### src/rtl/break_pkg.sv
// Shared types and helpers for the break-away LED bank scheduler.
package break_pkg;

    // LEDs in the break-away bank.
    localparam int LED_WIDTH = 5;

    // Largest supported requester count; sizes the one-hot helper result.
    localparam int MAX_REQ = 8;

    // Scheduler states.
    typedef enum logic [1:0] {
        IDLE = 2'd0,
        OWN  = 2'd1,
        GAP  = 2'd2
    } state_e;

    // One-hot encode index into a MAX_REQ-wide vector.
    // Bits at or above width are kept clear.
    function automatic logic [MAX_REQ-1:0] onehot(input int index, input int width);
        logic [MAX_REQ-1:0] r;
        r = '0;
        for (int i = 0; i < MAX_REQ; i++) begin
            if ((i == index) && (i < width)) begin
                r[i] = 1'b1;
            end else begin
                r[i] = 1'b0;
            end
        end
        return r;
    endfunction

endpackage

### src/rtl/rr_pick.sv
// Round-robin pick: first requesting index strictly after the pointer, with wrap.
module rr_pick #(
    parameter int NUM_REQ = 3,
    parameter int IDX_W   = 2
) (
    input  logic [NUM_REQ-1:0] req_i,
    input  logic [IDX_W-1:0]   ptr_i,
    output logic               valid_o,
    output logic [IDX_W-1:0]   idx_o
);

    // Scan offsets from farthest to nearest so the nearest requester after the pointer wins.
    always_comb begin
        valid_o = 1'b0;
        idx_o   = '0;
        for (int off = NUM_REQ; off >= 1; off--) begin
            for (int k = 0; k < NUM_REQ; k++) begin
                if ((k == ((int'(ptr_i) + off) % NUM_REQ)) && req_i[k]) begin
                    valid_o = 1'b1;
                    idx_o   = IDX_W'(k);
                end else begin
                    idx_o   = idx_o;
                end
            end
        end
    end

endmodule

### src/rtl/break_led_scheduler.sv
// Time-shares the break-away LED bank between NUM_REQ pattern sources.
// Round-robin ownership slots of SLOT_CYCLES cycles, with a one-cycle
// blanking gap whenever ownership changes or the owner lets go.
module break_led_scheduler
    import break_pkg::*;
#(
    parameter int NUM_REQ     = 3,
    parameter int LED_WIDTH   = break_pkg::LED_WIDTH,
    parameter int SLOT_CYCLES = 12000000
) (
    input  logic                           i_clock,
    input  logic                           i_reset_n,
    input  logic [NUM_REQ-1:0]             i_req,
    input  logic [NUM_REQ*LED_WIDTH-1:0]   i_pattern,
    input  logic                           i_hold,
    output logic [NUM_REQ-1:0]             o_grant,
    output logic [LED_WIDTH-1:0]           o_leds,
    output logic                           o_busy
);

    localparam int IDX_W = (NUM_REQ > 1) ? $clog2(NUM_REQ) : 1;
    localparam int CNT_W = (SLOT_CYCLES > 1) ? $clog2(SLOT_CYCLES) : 1;
    localparam logic [CNT_W-1:0] SLOT_RELOAD = CNT_W'(SLOT_CYCLES - 1);
    localparam logic [IDX_W-1:0] PTR_RESET   = IDX_W'(NUM_REQ - 1);

    state_e                 state_q, state_d;
    logic [IDX_W-1:0]       ptr_q, ptr_d;
    logic [CNT_W-1:0]       cnt_q, cnt_d;
    logic [NUM_REQ-1:0]     grant_q, grant_d;
    logic [LED_WIDTH-1:0]   leds_q, leds_d;
    logic                   busy_q, busy_d;

    logic                   pick_valid_s;
    logic [IDX_W-1:0]       pick_idx_s;
    logic [LED_WIDTH-1:0]   owner_pat_s;
    logic                   owner_req_s;
    logic                   others_req_s;

    rr_pick #(
        .NUM_REQ (NUM_REQ),
        .IDX_W   (IDX_W)
    ) u_rr_pick (
        .req_i   (i_req),
        .ptr_i   (ptr_q),
        .valid_o (pick_valid_s),
        .idx_o   (pick_idx_s)
    );

    // Registered grant is the owner one-hot while in OWN, so it qualifies the request lines.
    assign owner_req_s  = |(i_req & grant_q);
    assign others_req_s = |(i_req & ~grant_q);

    // Select the current owner's pattern slice.
    always_comb begin
        owner_pat_s = '0;
        for (int k = 0; k < NUM_REQ; k++) begin
            if (ptr_q == IDX_W'(k)) begin
                owner_pat_s = i_pattern[k*LED_WIDTH +: LED_WIDTH];
            end else begin
                owner_pat_s = owner_pat_s;
            end
        end
    end

    // State, pointer, slot counter and output registers.
    always_ff @(posedge i_clock or negedge i_reset_n) begin
        if (!i_reset_n) begin
            state_q <= IDLE;
            ptr_q   <= PTR_RESET;
            cnt_q   <= '0;
            grant_q <= '0;
            leds_q  <= '0;
            busy_q  <= 1'b0;
        end else begin
            state_q <= state_d;
            ptr_q   <= ptr_d;
            cnt_q   <= cnt_d;
            grant_q <= grant_d;
            leds_q  <= leds_d;
            busy_q  <= busy_d;
        end
    end

    // Next-state: arbitration from IDLE/GAP, slot bookkeeping in OWN.
    always_comb begin
        state_d = state_q;
        ptr_d   = ptr_q;
        cnt_d   = cnt_q;
        case (state_q)
            IDLE, GAP: begin
                if (pick_valid_s) begin
                    state_d = OWN;
                    ptr_d   = pick_idx_s;
                    cnt_d   = SLOT_RELOAD;
                end else begin
                    state_d = IDLE;
                end
            end
            OWN: begin
                if (!owner_req_s) begin
                    // Owner let go: the rest of its slot is forfeited.
                    state_d = GAP;
                end else if (cnt_q == '0) begin
                    if (i_hold || !others_req_s) begin
                        cnt_d = SLOT_RELOAD;
                    end else begin
                        state_d = GAP;
                    end
                end else begin
                    cnt_d = cnt_q - CNT_W'(1);
                end
            end
            default: begin
                state_d = IDLE;
                ptr_d   = PTR_RESET;
                cnt_d   = '0;
            end
        endcase
    end

    // Output next values: LEDs follow the owner only after a full OWN cycle, blank otherwise.
    always_comb begin
        grant_d = '0;
        leds_d  = '0;
        busy_d  = 1'b0;
        if (state_d == OWN) begin
            grant_d = NUM_REQ'(onehot(int'(ptr_d), NUM_REQ));
            busy_d  = 1'b1;
            if (state_q == OWN) begin
                leds_d = owner_pat_s;
            end else begin
                leds_d = '0;
            end
        end else begin
            grant_d = '0;
        end
    end

    assign o_grant = grant_q;
    assign o_leds  = leds_q;
    assign o_busy  = busy_q;

endmodule
### config.mk
export PLATFORM = sky130hd
export DESIGN_NAME = break_led_scheduler
export DESIGN_NICKNAME = d
export VERILOG_FILES = /design/src/rtl/break_pkg.sv /design/src/rtl/rr_pick.sv /design/src/rtl/break_led_scheduler.sv
export SDC_FILE = /design/constraint.sdc
export NUM_CORES = 1
export LEC_CHECK = 0
export ABC_AREA = 1
export BUFFER_PORTS_ARGS = -buffer_cell sky130_fd_sc_hd__buf_2
export CAP_MARGIN = 10
export CORE_UTILIZATION = 30
export CTS_BUF_LIST = sky130_fd_sc_hd__clkbuf_16
export DETAILED_ROUTE_END_ITERATION = 6
export PLACE_DENSITY = 0.57
export RECOVER_POWER = 25
export SETUP_SLACK_MARGIN = 0.05
export SLEW_MARGIN = 10
export SYNTH_ARGS = -nofsm -noshare
export SYNTH_HDL_FRONTEND = slang
export SYNTH_SLANG_ARGS = --single-unit
### constraint.sdc
create_clock -name i_clock -period 3.3 [get_ports i_clock]
set_clock_uncertainty 0.2 [all_clocks]
set_input_delay 0.165 -clock i_clock [delete_from_list [all_inputs] [get_ports i_clock]]
set_output_delay 0.165 -clock i_clock [all_outputs]
set_load 0.01 [all_outputs]
### After elaboration in Yosys (flattened, before gate mapping)

Cells that the tools add are included.

* multipliers: 0
* mux-type cells: 39
* shifts and indexed selects: 0
* add/sub/neg operators: 4
* equality and inequality tests: 16
* div/mod/pow operators: 3
* bitwise logic cells: 3
* reduce and logical (&&, ||, !) cells: 22
* order comparisons: 0

Operator list (count)
* 2-bit by 32-bit == test with 1-bit output, first input constant: 3
* 3-bit by 32-bit == test with 1-bit output, first input constant: 3
* 32-bit logical NOT: 3
* 32-bit by 3-bit modulo with 32-bit output, second input constant: 3
* 24-bit 2-to-1 mux: 4
* 24-bit case mux with 2 select lines: 1
* 5-bit 2-to-1 mux: 5
* 24-bit logical NOT: 1
* 24-bit by 1-bit subtractor with 24-bit output, second input constant: 1
* 2-bit 2-to-1 mux: 11
* 1-bit 2-to-1 mux: 15
* 1-bit logical AND: 9
* 2-bit case mux with 2 select lines: 2
* 2-bit by 2-bit adder with 3-bit output, second input constant: 2
* 3-bit bitwise AND: 2
* 2-bit by 1-bit == test with 1-bit output, second input constant: 3
* 2-bit logical NOT: 3
* 3-bit OR reduction: 2
* 2-bit == test, first input constant: 2
* 2-bit == test, second input constant: 2
* 2-bit inequality test, second input constant: 2
* 2-bit by 1-bit adder with 3-bit output, second input constant: 1
* 3-bit 2-to-1 mux: 1
* 3-bit inequality test, second input constant: 1
* other kinds (5): 5

* memories kept: 0
* ROM bits: 0
* bits in latches: 0
* RAM bits: 0
* output and inout bits: 9
* word-level logic and storage cells: 93
* input bits: 21
* flip-flop bits (word level): 37

### Depth between registers and ports, before layout

* depth in word-level cells: 18
* gate-level depth with buffers: 13
* depth with buffers taken out: 13

### Hierarchy

A second synthesis with hierarchy kept.

* cell total of the unflattened synthesis: 362
* area total of the unflattened synthesis: 2458.6 um^2

By module, submodules not included
* break_led_scheduler: cells an instance 334, area an instance 2316.0 um^2, times used 1, seq. area each 927.1 um^2
* rr_pick: cells an instance 28, area an instance 142.6 um^2, times used 1, seq. area each 0.0 um^2

### Least setup slack after synthesis

No wires, ideal clock.

* path kind: register -> register
* start point: register ptr_q[1]
* end point: register cnt_q[9]
* cell stages (with the launch flop): 13
* setup time: 74 ps
* data required time: 3026 ps
* period minus slack after synthesis: 2075 ps
* setup slack: 1225 ps
* buffers on the path: 1
* arrival time: 1801 ps
* cell sequence: dfstp_2 > inv_1 > ha_1 > inv_1 > nand2_1 > nand3_1 > nor2_1 > nand2_1 > nor2_1 > nand3b_4 > buf_8 > nand2_1 > o21ai_2

* longest elaborated chain between the ends: 15
* elaborated cells on any way between the ends: 35
* classes of those cells: add/sub: 3; div: 3; eq/ne: 7; mux: 9; reduce/logical: 13

Ends and longest elaborated chain
* from (decl): RTL line break_led_scheduler.sv:27 `logic [IDX_W-1:0] ptr_q, ptr_d;`
* from (signal assigned): RTL line break_led_scheduler.sv:76 `ptr_q <= ptr_d;`
* 2-bit by 2-bit adder with 3-bit output: RTL line rr_pick.sv:18 `if ((k == ((int'(ptr_i) + off) % NUM_REQ)) && req_i[k]) begin`
* 32-bit by 3-bit modulo with 32-bit output: RTL line rr_pick.sv:18
* 32-bit logical NOT: RTL line rr_pick.sv:18
* 1-bit logical AND: RTL line rr_pick.sv:18
* 1-bit 2-to-1 mux (8 in a row): RTL line rr_pick.sv:18
* 1-bit 2-to-1 mux (*): RTL line rr_pick.sv:18
* 2-bit inequality test (no source line) (*)
* 3-bit AND reduction (no source line) (*)
* to (signal assigned): RTL line break_led_scheduler.sv:77 `cnt_q <= cnt_d;`
* to (decl): RTL line break_led_scheduler.sv:28 `logic [CNT_W-1:0] cnt_q, cnt_d;`

Mark *: on every way between the ends. The rest lies on a longest branch, timed or not.
A chain may end at the register's enable or synchronous reset.

### Worst setup path in the final report

Same ends and word-level chain as after synthesis.

==> impl_metrics.toml <==
[clock_tree]
cts_buffers = 5
path_clk_slew_ns = 0.06
cts_root_buffer = "clkbuf_16"
cts_sinks = 37
cts_max_level = 2
cts_max_path_buffers = 2
post_cts_buffers = 0
cts_resized = 0
cts_tree = "done"
insertion_delay_ns = 0.28

[sta]
hold_viol_final = 0
worst_pin_slew_ns = 2.08
rsz0062_at_grt = "no"
period_needed_ns = 2.46
period_share = 0.745
maxSlewViolCount = 38
fmax_mhz = 407
relSlewSlack = -0.388
finalSetupTns_ns = 0
finalSetupViolCount = 0

[logic_synthesis]
ys_warn_count = 0
netlist_area_um2 = 2660
synth.avg_cell_area_um2 = 6.96
yosys.area.top_type = "dfrtp_1"
synth_top_cell_area_share = 0.339
syn_inst = 382
synth_seq_area_share = 0.349
synthTopCellsByArea = "dfrtp_1, nand2_1, nor2_1"
synth_fp_nets = 410
synth_cell_type_count = 32
yosys_register_bits = 37

[critical_path]
cp.required_ns = 3.26
critical_path_arrival_ns = 2.42
worstSetupPathType = "reg -> reg"
worstPathMaxFanout = 30
crit_path_start_kind = "flip-flop"
cp-end-kind = "flip-flop"
regToRegSetupSlack_ns = 0.84

[final_layout]
nNetsFinal = 453
drive_gt1_frac = 0.160
antennaDiodeCount = 0
utilization = 0.378
fillers = 885
seq_area_um2 = 927
multiInputGateArea_um2 = 1540
area_delta_synth_final_pct = 19.2

[drt]
drt_iter0_drc = 162
ant_nets = 0
wl_per_cell_um = 13.4
firstDrtPassIters = 4
routed_wl_um = 7130
drc = 0
dr_total_vias = 2594
drt-vias-per-instance = 4.89

[power_and_ir_drop]
vdd_drop_max_mv = 0.338
p_switching_mw = 1.44
p_per_area_nw_per_um2 = 951
p_comb_frac = 0.521
leakage_nw = 1.53
swShare = 0.477
p_int_mw = 1.58
seq_power_share = 0.271
p_clk_frac = 0.207

[global_route]
grt_max_degree = 38
grt-ovfl-total = 0
grt_usage = 0.168
grt_pass1_wl_um = 11800
antenna_found_initial = 0
grt_pass1_vias = 2463

[run]
drv_cap = 1

[placement]
portBuffers = 29
hpwl_um = 5160
gp_congestion = 0.841

[floorplanning]
start_util = 0.317
fp.dieH_um = 96.2
rows = 33
coreArea_um2 = 8380
die_width_um = 96.2
die_area_um2 = 9250
io_pins = 30

[status]
status = "finished with violations"
violations = "capacitance limit, slew limit"

[worst_hold_path]
hold_path_class = "in -> reg"
-- worst paths after layout --
kind	startpoint	cells after the start	end
min in group asynchronous	i_reset_n	2	cnt_q[7]$_DFFE_PN0P_
max reg2reg	ptr_q[1]$_DFF_PN1_	11	cnt_q[9]$_DFFE_PN0P_
min reg2reg	cnt_q[0]$_DFFE_PN0P_	2	cnt_q[0]$_DFFE_PN0P_
max	ptr_q[1]$_DFF_PN1_	11	cnt_q[9]$_DFFE_PN0P_
max in group asynchronous	i_reset_n	2	cnt_q[10]$_DFFE_PN0P_
min	i_hold	6	state_q[1]$_DFF_PN0_
-- placed cells by master, fill, tap and decap left out, drive strengths merged, types with 5 or more instances in the layout --
cell	netlist	routed
dfrtp	36	36
clkbuf	0	15
a21oi	6	6
nand3b	5	5
buf	5	20
nand4	14	14
a211oi	5	5
nand2	129	129
ha	7	7
o21ai	31	31
nor2	70	70
nand3	27	27
dlygate4sd3	0	11
inv	35	35
-- metrics by stage --
step	setup WS [ns]	std cells	hold WS, ns	power [mW]	cell area [µm²]
final	0.842	531	0.148	3.02	3170
after detailed placement	0.842	512	0.130	2.37	2880
after CTS	0.823	531	0.157	3.04	3180
after global placement	0.922	512	0.128	2.34	2880
after floorplan	1.22	382	-0.331	2.09	2660
after global routing	0.437	531	0.175	3.31	3170
-- layer usage --
| layer | vias up | part of all wire | global-route usage | wire [µm] |
|---|---|---|---|---|
| met3 | 11 | 0.021 | 0.0269 | 149 |
| met2 | 33 | 0.50 | 0.275 | 3530 |
| met1 | 1230 | 0.46 | 0.220 | 3300 |
| met5 | - | 0 | 0 | 0 |
| li1 | 1320 | - | - | - |
| met4 | 0 | 0.021 | 0.0672 | 152 |
-- flip-flops by register name, indices dropped and copies added, names as in the netlist --
signal   flops
o_leds       5
ptr_q        2
o_grant      3
cnt_q       24
state_q      2
o_busy       1
-- power by group through the flow --
stage          combinational, mW  clock (mW)  sequential, mW
2_1_floorplan               1.30           0           0.783
3_3_place_gp                1.52           0           0.820
3_5_place_dp                1.55           0           0.823
4_1_cts                     1.58       0.639           0.817
5_1_grt                     1.81       0.662           0.846
6_report                    1.57       0.626           0.818
-- cell usage after synthesis, drive strengths merged --
cell and count:
a21oi 6, inv 35, nand3 27, nor3 2, ha 7, or2 3, a21boi 1, buf 5
a21o 1, nand2 129, o21a 1, dfstp 1, dfrtp 36, a211oi 5, nor2 70, nand3b 5
xor2 3, o21ai 31, nand4 14
-- cells by family after synthesis --
kind of cell | count (synthesis) | share of synthesized area
buffers and inverters | 40 | 0.0729
flip-flops | 37 | 0.349
AO/OA/AOI/OAI | 45 | 0.111
adder cells (fa/ha/maj) | 7 | 0.0329
AND/OR/NAND/NOR | 250 | 0.425
XOR/XNOR | 3 | 0.00988
-- cell type report --
cell class                      instances  area share
Sequential cell                        37       0.292
Clock buffer                            5      0.0394
Inverter                               35      0.0422
Clock inverter                          3      0.0205
Timing Repair Buffer                   41      0.0789
Multi-Input combinational cell        305       0.485
Tap cell                              105      0.0414
-- worst max-delay path: stages, from the launching register on --
cell	delay (ns)
dfstp_2	0.54
inv_1	0.08
ha_1	0.31
inv_1	0.10
nand2_1	0.09
nand3_1	0.10
nor2_1	0.05
nand2_1	0.09
nor2_1	0.07
nand3b_4	0.45
nand2_1	0.20
o21ai_2	0.06
-- repair_timing --
item                                    in CTS  in global routing
endpoints found under the setup margin       0                  0
hold buffers                                11                  0
hold endpoints to repair                    41                  0
(Power assumes the default switching activity.)
